File: src/rtl/io_responder_pkg.sv
// Shared constants and types for the memory-mapped serial responder.
// Register word offsets, STATUS bit positions and transmitter FSM states.
package io_responder_pkg;

  localparam logic [1:0] OffTxData  = 2'd0;
  localparam logic [1:0] OffStatus  = 2'd1;
  localparam logic [1:0] OffBaudDiv = 2'd2;
  localparam logic [1:0] OffScratch = 2'd3;

  localparam int unsigned StatusBusyBit  = 0;
  localparam int unsigned StatusFullBit  = 1;
  localparam int unsigned StatusOvfBit   = 2;
  localparam int unsigned StatusCountLsb = 3;
  localparam int unsigned StatusCapBit   = 31;

  typedef enum logic [2:0] {
    StIdle,
    StStart,
    StData,
    StParity,
    StStop
  } tx_state_e;

endpackage

File: src/rtl/tx_fifo.sv
// Synchronous FIFO with occupancy count; a push on a full FIFO is accepted
// when a pop happens in the same cycle.
module tx_fifo #(
  parameter int unsigned Depth = 4,
  parameter int unsigned Width = 8
) (
  input  logic                       clk_i,
  input  logic                       rst_ni,
  input  logic                       push_i,
  input  logic [Width-1:0]           wdata_i,
  input  logic                       pop_i,
  output logic [Width-1:0]           rdata_o,
  output logic                       full_o,
  output logic                       empty_o,
  output logic [$clog2(Depth):0]     count_o
);

  localparam int unsigned PtrW = $clog2(Depth);
  localparam int unsigned CntW = PtrW + 1;

  logic [Width-1:0] mem_q [Depth];
  logic [PtrW-1:0]  wptr_q, wptr_d;
  logic [PtrW-1:0]  rptr_q, rptr_d;
  logic [CntW-1:0]  count_q, count_d;
  logic             push_ok, pop_ok;

  assign full_o  = (count_q == CntW'(Depth));
  assign empty_o = (count_q == '0);
  assign count_o = count_q;
  assign rdata_o = mem_q[rptr_q];

  assign push_ok = push_i && (!full_o || pop_i);
  assign pop_ok  = pop_i && !empty_o;

  always_comb begin
    wptr_d  = wptr_q;
    rptr_d  = rptr_q;
    count_d = count_q;
    if (push_ok) wptr_d = wptr_q + PtrW'(1);
    if (pop_ok)  rptr_d = rptr_q + PtrW'(1);
    if (push_ok && !pop_ok)      count_d = count_q + CntW'(1);
    else if (!push_ok && pop_ok) count_d = count_q - CntW'(1);
  end

  always_ff @(posedge clk_i) begin
    if (!rst_ni) begin
      wptr_q  <= '0;
      rptr_q  <= '0;
      count_q <= '0;
    end else begin
      wptr_q  <= wptr_d;
      rptr_q  <= rptr_d;
      count_q <= count_d;
    end
  end

  // Storage needs no reset: the pointers alone define what is valid.
  always_ff @(posedge clk_i) begin
    if (push_ok) mem_q[wptr_q] <= wdata_i;
  end

endmodule

File: src/rtl/io_responder.sv
// Bus-mapped responder: register decode, TX FIFO, baud divider and serial transmitter.
// Define IO_RESPONDER_PARITY_EN to add an even parity bit to each frame.
module io_responder
  import io_responder_pkg::*;
#(
  parameter int unsigned FIFO_DEPTH  = 4,
  parameter int unsigned DEFAULT_DIV = 16
) (
  input  logic        clk,
  input  logic        rst,
  input  logic [31:0] addr,
  input  logic        cs,
  input  logic        wr_rd,
  input  logic [31:0] data_bus_write,
  output logic [31:0] data_bus_read,
  output logic        tx
);

  localparam int unsigned CntW = $clog2(FIFO_DEPTH) + 1;
`ifdef IO_RESPONDER_PARITY_EN
  localparam logic CapFlag = 1'b1;
`else
  localparam logic CapFlag = 1'b0;
`endif

  logic [1:0]      sel;
  logic            wr_en, push, pop;
  logic            fifo_full, fifo_empty;
  logic [7:0]      fifo_rdata;
  logic [CntW-1:0] fifo_count;
  logic [31:0]     count_ext, status;
  logic            unused_addr;

  logic        ovf_q, ovf_d;
  logic [15:0] baud_div_q, baud_div_d;
  logic [31:0] scratch_q, scratch_d;
  tx_state_e   state_q, state_d;
  logic [15:0] baud_cnt_q, baud_cnt_d, div_m1;
  logic [2:0]  bit_idx_q, bit_idx_d;
  logic [7:0]  shift_q, shift_d;
`ifdef IO_RESPONDER_PARITY_EN
  logic        parity_q, parity_d;
`endif

  assign sel         = addr[3:2];
  assign wr_en       = cs && wr_rd;
  assign push        = wr_en && (sel == OffTxData);
  assign unused_addr = ^{addr[31:4], addr[1:0]};
  assign div_m1      = (baud_div_q == '0) ? '0 : baud_div_q - 16'd1;

  tx_fifo #(
    .Depth(FIFO_DEPTH),
    .Width(8)
  ) u_tx_fifo (
    .clk_i  (clk),
    .rst_ni (rst),
    .push_i (push),
    .wdata_i(data_bus_write[7:0]),
    .pop_i  (pop),
    .rdata_o(fifo_rdata),
    .full_o (fifo_full),
    .empty_o(fifo_empty),
    .count_o(fifo_count)
  );

  always_comb begin
    ovf_d      = ovf_q;
    baud_div_d = baud_div_q;
    scratch_d  = scratch_q;
    if (push && fifo_full && !pop) ovf_d = 1'b1;
    if (wr_en) begin
      unique case (sel)
        OffStatus:  if (data_bus_write[StatusOvfBit]) ovf_d = 1'b0;
        OffBaudDiv: baud_div_d = data_bus_write[15:0];
        OffScratch: scratch_d = data_bus_write;
        default:    ;
      endcase
    end
  end

  // Every bit boundary reloads the counter, so divider changes land there.
  always_comb begin
    state_d    = state_q;
    baud_cnt_d = baud_cnt_q;
    bit_idx_d  = bit_idx_q;
    shift_d    = shift_q;
    pop        = 1'b0;
`ifdef IO_RESPONDER_PARITY_EN
    parity_d   = parity_q;
`endif
    if (state_q == StIdle) begin
      if (!fifo_empty) begin
        pop        = 1'b1;
        shift_d    = fifo_rdata;
        state_d    = StStart;
        baud_cnt_d = div_m1;
`ifdef IO_RESPONDER_PARITY_EN
        parity_d   = ^fifo_rdata;
`endif
      end
    end else if (baud_cnt_q != '0) begin
      baud_cnt_d = baud_cnt_q - 16'd1;
    end else begin
      baud_cnt_d = div_m1;
      unique case (state_q)
        StStart: begin
          state_d   = StData;
          bit_idx_d = '0;
        end
        StData: begin
          shift_d   = shift_q >> 1;
          bit_idx_d = bit_idx_q + 3'd1;
`ifdef IO_RESPONDER_PARITY_EN
          if (bit_idx_q == 3'd7) state_d = StParity;
`else
          if (bit_idx_q == 3'd7) state_d = StStop;
`endif
        end
`ifdef IO_RESPONDER_PARITY_EN
        StParity: state_d = StStop;
`endif
        StStop: begin
          if (!fifo_empty) begin
            pop     = 1'b1;
            shift_d = fifo_rdata;
            state_d = StStart;
`ifdef IO_RESPONDER_PARITY_EN
            parity_d = ^fifo_rdata;
`endif
          end else begin
            state_d = StIdle;
          end
        end
        default: state_d = StIdle;
      endcase
    end
  end

  always_ff @(posedge clk) begin
    if (!rst) begin
      ovf_q      <= 1'b0;
      baud_div_q <= 16'(DEFAULT_DIV);
      scratch_q  <= '0;
      state_q    <= StIdle;
      baud_cnt_q <= '0;
      bit_idx_q  <= '0;
      shift_q    <= '0;
`ifdef IO_RESPONDER_PARITY_EN
      parity_q   <= 1'b0;
`endif
    end else begin
      ovf_q      <= ovf_d;
      baud_div_q <= baud_div_d;
      scratch_q  <= scratch_d;
      state_q    <= state_d;
      baud_cnt_q <= baud_cnt_d;
      bit_idx_q  <= bit_idx_d;
      shift_q    <= shift_d;
`ifdef IO_RESPONDER_PARITY_EN
      parity_q   <= parity_d;
`endif
    end
  end

  always_comb begin
    tx = 1'b1;
    unique case (state_q)
      StStart:  tx = 1'b0;
      StData:   tx = shift_q[0];
`ifdef IO_RESPONDER_PARITY_EN
      StParity: tx = parity_q;
`endif
      default:  tx = 1'b1;
    endcase
  end

  assign count_ext = 32'(fifo_count);

  always_comb begin
    status                           = '0;
    status[StatusCapBit]             = CapFlag;
    status[StatusCountLsb +: 3]      = count_ext[2:0];
    status[StatusOvfBit]             = ovf_q;
    status[StatusFullBit]            = fifo_full;
    status[StatusBusyBit]            = (state_q != StIdle);
  end

  always_comb begin
    data_bus_read = '0;
    if (cs) begin
      unique case (sel)
        OffTxData:  data_bus_read = '0;
        OffStatus:  data_bus_read = status;
        OffBaudDiv: data_bus_read = {16'b0, baud_div_q};
        OffScratch: data_bus_read = scratch_q;
        default:    data_bus_read = '0;
      endcase
    end
  end

endmodule

File: config.mk
export PLATFORM = sky130hd
export DESIGN_NAME = io_responder
export DESIGN_NICKNAME = d
export VERILOG_FILES = /design/src/rtl/io_responder_pkg.sv /design/src/rtl/tx_fifo.sv /design/src/rtl/io_responder.sv
export SDC_FILE = /design/constraint.sdc
export NUM_CORES = 1
export LEC_CHECK = 0
export BUFFER_PORTS_ARGS = -buffer_cell sky130_fd_sc_hd__buf_2
export CORE_MARGIN = 10
export CORE_UTILIZATION = 45
export DETAILED_ROUTE_END_ITERATION = 6
export PLACE_DENSITY_LB_ADDON = 0.3
export SLEW_MARGIN = 20
export SYNTH_ARGS = -nofsm -noshare
export SYNTH_HDL_FRONTEND = slang
export SYNTH_SLANG_ARGS = --single-unit
File: constraint.sdc
create_clock -name clk -period 6.5 [get_ports clk]
set_input_delay 0.65 -clock clk [delete_from_list [all_inputs] [get_ports clk]]
set_output_delay 0.65 -clock clk [all_outputs]
set_load 0.05 [all_outputs]
# After elaboration in Yosys (flattened, before gate mapping)
# Memory sizes are Yosys's and may differ from the RTL's. A register that Yosys moved wholly into a read port is not among the register bits.
# Cells that the tools add are included.
[word_totals]
register_bits = 86
latch_bits = 0
ram_bits = 32
mem_bits_ro = 0
input_bits = 68
out_inout_bits = 33
mem_count = 1
[mem_list]
columns = ["memory", "depth", "word_bits", "rd", "rd_ports_with_merged_regs", "wr", "line", "rtl"]
rows = [
  ["u_tx_fifo.mem_q", 4, 8, 1, 1, 1, "tx_fifo.sv:21", "logic [Width-1:0] mem_q [Depth];"],
]
[op_classes]
addsub = 7
mul = 0
div = 0
n_lt_le_gt_ge = 0
n_eq_ne = 11
shift = 0
mux = 32
n_bitwise = 2
n_reduce_logical = 28
[op_table]
columns = ["operator", "count"]
rows = [
  ["32-bit case mux with 4 select lines", 1],
  ["16-bit two-way mux", 4],
  ["32-bit two-way mux", 1],
  ["16-bit by 1-bit subtractor with 16-bit output (second input constant)", 2],
  ["8-bit two-way mux", 3],
  ["3-bit two-way mux", 6],
  ["16-bit logical NOT", 1],
  ["8-bit case mux with 2 select lines", 1],
  ["16-bit nonzero test", 1],
  ["1-bit two-way mux", 11],
  ["3-bit equality test (second input constant)", 3],
  ["3-bit case mux with 3 select lines", 1],
  ["1-bit logical AND", 8],
  ["3-bit by 1-bit adder with 3-bit output (second input constant)", 2],
  ["3-bit logical NOT", 2],
  ["3-bit case mux with 2 select lines", 1],
  ["2-bit AND reduction", 3],
  ["3-bit AND reduction", 2],
  ["3-bit nonzero test", 2],
  ["1-bit logical NOT", 5],
  ["2-bit by 1-bit adder with 2-bit output (second input constant)", 2],
  ["2-bit equality test (second input constant)", 2],
  ["2-bit two-way mux", 2],
  ["2-bit inequality test (second input constant)", 2],
  ["10 further kinds", 12],
]

# Longest topological paths before layout
# Gate-level depths: netlist (run 1).
[logic_depth]
word_depth = 11
depth_mapped = 13

# Hierarchy
# From an unflattened synthesis (run 1), not the netlist that was laid out.
[hier_totals]
hier_cells = 642
hier_area_um2 = 5855.6
[modules_own_cells]
columns = ["module", "n_inst", "cells_each", "area_per_inst_um2", "seq_area_each_um2"]
rows = [
  ["io_responder", 1, 552, 4211.5, 1581.5],
  ["tx_fifo", 1, 90, 1644.1, 1141.1],
]

# Worst setup path after synthesis (run 1)
# Ideal clock, no wire load.
[synth_timing]
path_kind = "input port to flip-flop"
start = "in addr[2]"
end = "reg u_tx_fifo.count_q[2] (netlist: u_tx_fifo.count_o[2])"
setup_ps = 70
arrival_ps = 2799
path_slack_ps = 3631
cell_stages = 9
path_cell_list = "or4bb_1 -> a31o_2 -> a31oi_4 -> ha_1 -> inv_1 -> fa_1 -> xor2_1 -> or3_1 -> a21oi_1"
[synth_via]
elab_chain_cells = 6
elab_cells_between_ends = 8
classes_between = "mux: 1; reduce/logical: 7"
[synth_rtl]
columns = ["element", "line", "rtl"]
rows = [
  ["from (decl)", "io_responder.sv:11", "input logic [31:0] addr,"],
  ["2-bit logical NOT (*)", "io_responder.sv:47", "assign push = wr_en && (sel == OffTxData);"],
  ["1-bit logical AND (*)", "io_responder.sv:47", ""],
  ["1-bit logical AND (*)", "tx_fifo.sv:32", "assign push_ok = push_i && (!full_o || pop_i);"],
  ["net u_tx_fifo.push_ok", "tx_fifo.sv:25", "logic push_ok, pop_ok;"],
  ["1-bit logical NOT", "tx_fifo.sv:42", "else if (!push_ok && pop_ok) count_d = count_q - CntW'(1);"],
  ["1-bit logical AND", "tx_fifo.sv:42", ""],
  ["2-bit nonzero test (no line)", "n/a", ""],
  ["to (signal assigned)", "tx_fifo.sv:53", "count_q <= count_d;"],
  ["to (decl)", "tx_fifo.sv:24", "logic [CntW-1:0] count_q, count_d;"],
]
# The timed path passes the listed nets; every way through them passes the cells marked *.
# A chain may end at the register's enable or synchronous reset.

# Worst setup path after layout (run 1)
[layout_timing]
start = "reg baud_cnt_q[0]"
end = "reg u_tx_fifo.count_q[2] (netlist: u_tx_fifo.count_o[2])"
[layout_via]
elab_chain_cells = 8
elab_cells_between_ends = 12
classes_between = "mux: 3; reduce/logical: 9"
[layout_rtl]
columns = ["element", "line", "rtl"]
rows = [
  ["from (decl)", "io_responder.sv:38", "logic [15:0] baud_cnt_q, baud_cnt_d, div_m1;"],
  ["from (signal assigned)", "io_responder.sv:156", "baud_cnt_q <= baud_cnt_d;"],
  ["16-bit nonzero test (*)", "io_responder.sv:101", "end else if (baud_cnt_q != '0) begin"],
  ["1-bit two-way mux (*)", "io_responder.sv:101", ""],
  ["1-bit two-way mux (*)", "io_responder.sv:91", "if (state_q == StIdle) begin"],
  ["1-bit logical OR (*)", "tx_fifo.sv:32", ""],
  ["1-bit logical AND (*)", "tx_fifo.sv:32", ""],
  ["net u_tx_fifo.push_ok", "tx_fifo.sv:25", ""],
  ["1-bit logical NOT", "tx_fifo.sv:42", ""],
  ["1-bit logical AND", "tx_fifo.sv:42", ""],
  ["2-bit nonzero test (no line)", "n/a", ""],
]
# Marks and branches as above.

==> qor.csv, run 1 <==
metric,value,unit
status,completed,
worst endpoint data arrival time,4000,ps
vias,4953,
H-tree depth,4,
Post-DP HPWL,10540,µm
drt first-iter violations,427,
P_int,1834,µW
chip width,134.7,µm
Synth area leader,dfxtp_1,
total I/O pin count,101,
R2R setup slack,2840,ps
drt first pass iters,5,
max-cap violations,0,
crit path kind,flop to flop,
clock skew,9.477,ps
CTS Hold Buffers Added,0,
reg2reg end,u_tx_fifo.count_o[2],
Worst Path Required,6840,ps
register area share after synthesis,45.99,%
"Cell Area, Placed",6330,µm²
Root Driver,clkbuf_16,
routed vias/inst,5.648,
"Async S/R FF share, synth",0,%
worst skew pair latency,420,ps
antenna violations before repair,0,
sequential power share,34.7,%
number of port buffers,70,
final wirelength,15300,µm
Adder-Cell Fraction of Synth Area,2.663,%
post-CTS setup buffer count,0,
Non-Filler Instances,877,
hold_ws,447.1,ps
clk slew on worst S/H paths,50,ps
synth warn,0,
Slew Limit Headroom,39.71,%
Syn Inst Count,642,
Rows,41,
cells taking the most area after synthesis,"dfxtp_1, edfxtp_1, nand2_1",
final period utilization,56.24,%
Worst IR Drop VDD,0.1951,mV
largest net degree at the start of global routing,61,
critical path peak fanout,11,
RD Place Congestion,0.8022,
Die H,134.7,µm
share of the synthesized area in the top cell type,29.76,%
Crit. End Element,flop,
min-delay worst type,flop to flop,
Setup TNS,0,ps
PostCTS Resize Cnt,0,
Power Total,2804,µW
pwr dens,403.7,nW/µm²
Finish-stage setup viols,0,
RSZ-0062 raised after global routing,false,
Post-Synth XOR/XNOR Area,2.811,%
combinational power share,30.6,%
Mapped Area,5919,µm²
Core ar.,12770,µm²
total CTS buffers,17,
design area,6944,µm²
"EDFF count, synth",32,
Synth Area in Compound Gates,15.22,%
number of register bits inferred by synthesis,120,
Post-Synth Simple-Gate Area,23.48,%
Hold Startpoint,scratch_q[22],
Leakage,0.002617,µW
Hold Path End,scratch_q[22],
sw power,969.9,µW
Final Hold Viols,0,
Clock Sink Count,120,
CTS tree,yes,
Max Buffers Root-to-Sink,2,
Avg WL per Cell,17.45,µm
remaining routing DRC violations,0,
vias in the first global route,4884,
main combinational cell family by area after synthesis,simple AND/OR/NAND/NOR gates,
die area,18140,µm²
Slew @ Worst Pin,901.0,ps
total global-route track usage,17.00,%
Critical Path Start Type,flop,
ys flop type,dfxtp_1,
post-synth cell types,75,
ant diodes,0,
layout cells sized above 1,19.29,%
grt total ovfl,0,
Final nets,772,
f_max,273.6,MHz
WHS Path Cells,2,
post-synthesis net count,722,
clock power share,34.7,%
first-pass GRT wire length,25270,µm
synth-to-layout area growth,17.31,%
Period minus WS final,3655,ps
post-route ant nets,0,
Synth Area per Inst,9.220,µm²
mux contribution to synthesized area,6.193,%
R2R depth,11,
R2R Path Start,baud_cnt_q[0],
Post-Place Cells,845,
Initial Util,46.34,%
Final Max Slew Viols,0,
Net Sw Frac,34.60,%
==> power by group through the flow <==
stage                     clock network, µW  registers [µW]  logic, µW
after floorplan                           0             928        719
after global placement                    0             979        815
after detailed placement                  0             985        846
after CTS                               978             972        854
after global routing                   1020             991        944
final                                   973             973        858
==> worst max-delay path, stage by stage, from the launching register on <==
cell and delay, ps:
dfxtp_1 340, inv_1 110, ha_1 180, nor4b_1 440, nand4_1 660, a31oi_4 560
ha_1 270, inv_1 70, fa_1 370, xor2_1 160, or3_1 300, a21oi_1 140
==> synthesized netlist by cell type, types with 11 or more instances <==
cell type / count
nand2_1: 119
ha_1: 11
nand4_1: 13
nor2b_1: 12
nor3_1: 19
clkbuf_1: 28
a21oi_1: 64
dfxtp_1: 88
xnor2_1: 12
and2_1: 21
edfxtp_1: 32
mux2i_1: 13
nor2_1: 40
nand3_1: 19
==> cell families (layout without fill, tap and decap cells) <==
| kind of cell | count (synthesis) | in the layout |
|---|---|---|
| AND/OR/NAND/NOR | 281 | 281 |
| AO/OA/AOI/OAI | 132 | 132 |
| flip-flops | 120 | 120 |
| buffers and inverters | 52 | 115 |
| multiplexers | 26 | 26 |
| XOR/XNOR | 19 | 19 |
| adder cells (fa/ha/maj) | 12 | 12 |
==> worst max path at each step <==
stage                        startpoint                   end  cells after the start
after floorplan                 addr[2]  u_tx_fifo.count_o[2]                      9
after global placement    baud_cnt_q[2]  u_tx_fifo.count_o[2]                      9
after detailed placement  baud_cnt_q[0]  u_tx_fifo.count_o[2]                     11
after CTS                 baud_cnt_q[0]  u_tx_fifo.count_o[2]                     11
after global routing      baud_cnt_q[0]  u_tx_fifo.count_o[2]                     11
final                     baud_cnt_q[0]  u_tx_fifo.count_o[2]                     11
==> flip-flops by register name (all words and copies together) (netlist names), named ones only <==
| register | cells |
|---|---|
| baud_cnt_q | 16 |
| baud_div_q | 16 |
| bit_idx_q | 3 |
| ovf_q | 1 |
| scratch_q | 32 |
| shift_q | 8 |
| state_q | 3 |
| u_tx_fifo.count_o | 3 |
| u_tx_fifo.mem_q | 32 |
| u_tx_fifo.rptr_q | 2 |
| u_tx_fifo.wptr_q | 2 |
==> per-stage QoR <==
stage	utilization [%]	setup WS, ps
CTS	54.35	2877
global placement	49.55	3012
finish	54.36	2845
detailed placement	49.55	2920
floorplan	-	3631
global route	54.36	2554
==> final cells by class <==
class	count	area, µm²
fillers	1139	5829
multi-input cells	470	2983
flip-flops and latches	120	2723
clock buffers	25	496.7
repair buffers	73	372.9
well taps	172	215.2
clock inverters	7	116.4
inverters	10	37.54
==> cell usage in the layout, fill, tap and decap left out, types with 4 or more instances in the layout <==
| cell type | synthesis | final |
|---|---|---|
| ha_1 | 11 | 11 |
| nor2_1 | 40 | 40 |
| dfxtp_1 | 88 | 88 |
| o21ai_0 | 6 | 6 |
| xnor2_1 | 12 | 12 |
| edfxtp_1 | 32 | 32 |
| buf_2 | 7 | 70 |
| a31oi_1 | 5 | 5 |
| inv_1 | 9 | 8 |
| o22a_1 | 4 | 4 |
| or3_1 | 8 | 8 |
| o21ai_1 | 6 | 6 |
| mux2i_1 | 13 | 13 |
| nor3_1 | 19 | 19 |
| nor2b_1 | 12 | 12 |
| nand2_1 | 119 | 119 |
| a22oi_1 | 8 | 8 |
| and2_1 | 21 | 21 |
| o221a_1 | 4 | 4 |
| mux4_2 | 8 | 8 |
| nand4_1 | 13 | 13 |
| mux2_2 | 5 | 5 |
| xor2_1 | 7 | 7 |
| clkbuf_1 | 28 | 5 |
| clkbuf_16 | 0 | 18 |
| nand3_1 | 19 | 19 |
| a21oi_1 | 64 | 64 |
==> per-layer routing <==
layer	track usage, %	up-vias	part of all wire (%)
met3	6.306	15	8.4
met5	0	-	0
li1	-	2414	-
met4	5.139	0	1.3
met2	26.58	161	47
met1	21.33	2363	44
No activity file was read; power rests on OpenSTA's default activity.
==> run 2: changes to the inputs <==
==> constraint.sdc (replaced) <==
create_clock -name clk -period 3.5 [get_ports clk]
set_input_delay 0.35 -clock clk [delete_from_list [all_inputs] [get_ports clk]]
set_output_delay 0.35 -clock clk [all_outputs]
set_load 0.05 [all_outputs]
==> qor.csv, run 2 (synthesized netlist as in run 1, its figures left out) <==
metric,value,unit,change
Finish-stage setup viols,0,,unchanged
min-delay worst type,input port to flop,,
Critical Path Start Type,flop,,
Worst Path Required,3830,ps,-3010 ps
first-pass GRT wire length,24800,µm,-1.9%
Setup TNS,0,ps,unchanged
Slew Limit Headroom,41.44,%,+1.7 points
layout cells sized above 1,19.80,%,+0.51 points
pwr dens,727.9,nW/µm²,+80%
Avg WL per Cell,16.86,µm,-3.4%
vias,4907,,-0.93%
total global-route track usage,16.84,%,-0.16 points
Slew @ Worst Pin,878.4,ps,-22.59 ps
drt first pass iters,5,,unchanged
"most common cell after layout, fill and taps aside",nand2_1,,
Root Driver,clkbuf_16,,
status,completed,,
largest net degree at the start of global routing,38,,-38%
worst skew pair latency,420,ps,about the same
final period utilization,86.63,%,+30 points
P_int,3239,µW,+77%
hold_ws,166.6,ps,-280.5 ps
total I/O pin count,101,,unchanged
Worst IR Drop VDD,0.3026,mV,+55%
worst endpoint data arrival time,3360,ps,-640 ps
RD Place Congestion,0.8718,,+8.7%
Clock Sink Count,120,,unchanged
Power Total,5038,µW,+80%
Leakage,0.002612,µW,-0.18%
most frequent cells in the layout,"nand2_1, dfxtp_1, buf_2, a21oi_1, nor2_1",,
number of port buffers,70,,unchanged
combinational power share,32.6,%,+2.0 points
Period minus WS final,3032,ps,-623.5 ps
Max Buffers Root-to-Sink,2,,unchanged
post-CTS setup buffer count,0,,unchanged
sw power,1799,µW,+86%
f_max,329.8,MHz,+21%
total CTS buffers,17,,unchanged
Final nets,779,,+0.91%
grt total ovfl,0,,unchanged
CTS tree,yes,,
Final Max Slew Viols,0,,unchanged
PostCTS Resize Cnt,0,,unchanged
Initial Util,46.34,%,unchanged
Final Hold Viols,0,,unchanged
die area,18140,µm²,unchanged
vias in the first global route,4875,,-0.18%
critical path peak fanout,7,,-4
routed vias/inst,5.545,,-1.8%
antenna violations before repair,1,,+1
post-route ant nets,0,,unchanged
remaining routing DRC violations,0,,unchanged
synth-to-layout area growth,16.93,%,
CTS Hold Buffers Added,0,,unchanged
sequential power share,35.9,%,+1.2 points
clk slew on worst S/H paths,50,ps,about the same
Rows,41,,unchanged
Core ar.,12770,µm²,unchanged
Net Sw Frac,35.71,%,+1.1 points
max-cap violations,0,,unchanged
drt first-iter violations,373,,-13%
Crit. End Element,flop,,
Die H,134.7,µm,unchanged
crit path kind,flop to flop,,
clock skew,10.85,ps,+1.370 ps
final wirelength,14930,µm,-2.5%
H-tree depth,4,,unchanged
top flop regs,"scratch_q: 32 flops, u_tx_fifo.mem_q: 32 flops",,
chip width,134.7,µm,unchanged
RSZ-0062 raised after global routing,false,,
clock power share,31.5,%,-3.2 points
Post-DP HPWL,10470,µm,-0.74%
-- run 2: cell count changes in the layout (fill, tap and decap cells not counted) --
cell / delta
and4_1: +1
and4_2: -1
buf_4: +7
bufinv_16: -2
clkbuf_1: +1
clkbuf_16: -1
clkbuf_8: -1
clkinv_2: +1
clkinvlp_4: +1
diode_2: +1
inv_4: +1
-- run 2: path summary, 6_finish.rpt --
check                                         from              endpoint  slack, ps  cells past startpoint
worst max register to register       baud_cnt_q[0]  u_tx_fifo.count_o[2]        470                     11
worst min register to register       scratch_q[27]         scratch_q[27]        450                      2
worst min-delay path            data_bus_write[25]         scratch_q[25]        170                      3
worst max-delay path                 baud_cnt_q[0]  u_tx_fifo.count_o[2]        470                     11
-- run 2: critical path, stage by stage, from the launching register on --
cell and delay (ps):
dfxtp_1 340, inv_1 110, ha_1 160, nor4b_1 370, nand4_1 260, a31oi_4 400, ha_1 250, inv_1 60
fa_1 370, xor2_1 160, or3_1 300, a21oi_1 160
-- run 2: power groups by stage --
| stage | clock network [µW] | logic, µW | registers, µW |
|---|---|---|---|
| after floorplan | 0 | 1340 | 1720 |
| after global placement | 0 | 1580 | 1820 |
| after detailed placement | 0 | 1620 | 1830 |
| after CTS | 1600 | 1630 | 1810 |
| after global routing | 1670 | 1800 | 1840 |
| final | 1590 | 1640 | 1810 |
-- run 2: layer usage --
metal | GRT usage (%) | up-vias | routed length [µm]
met5 | 0 | - | 0
met4 | 5.744 | 0 | 186
met3 | 6.120 | 16 | 1213
met2 | 25.49 | 159 | 6729
met1 | 21.68 | 2311 | 6795
li1 | - | 2421 | -
-- run 2: cell type report --
class	count	area [µm²]
antenna	1	2.502
clock buffer	24	461.7
clock inverter	8	75.07
fill	1137	5852
inverter	10	37.54
multi-input combinational	470	2982
sequential	120	2723
tap	172	215.2
timing repair buffer	80	425.4
-- run 2: through the flow --
| stage | std cells | util (%) | worst slack, ps | area [µm²] |
|---|---|---|---|---|
| 5_1_grt | 884 | 54.17 | 269.8 | 6919 |
| 6_report | 885 | 54.19 | 468.1 | 6922 |
| 4_1_cts | 884 | 54.17 | 465.5 | 6919 |
| 3_5_place_dp | 852 | 49.97 | 480.3 | 6382 |
| 3_3_place_gp | 852 | 49.97 | 556.1 | 6382 |
| 2_1_floorplan | 642 | - | 715.6 | 5919 |
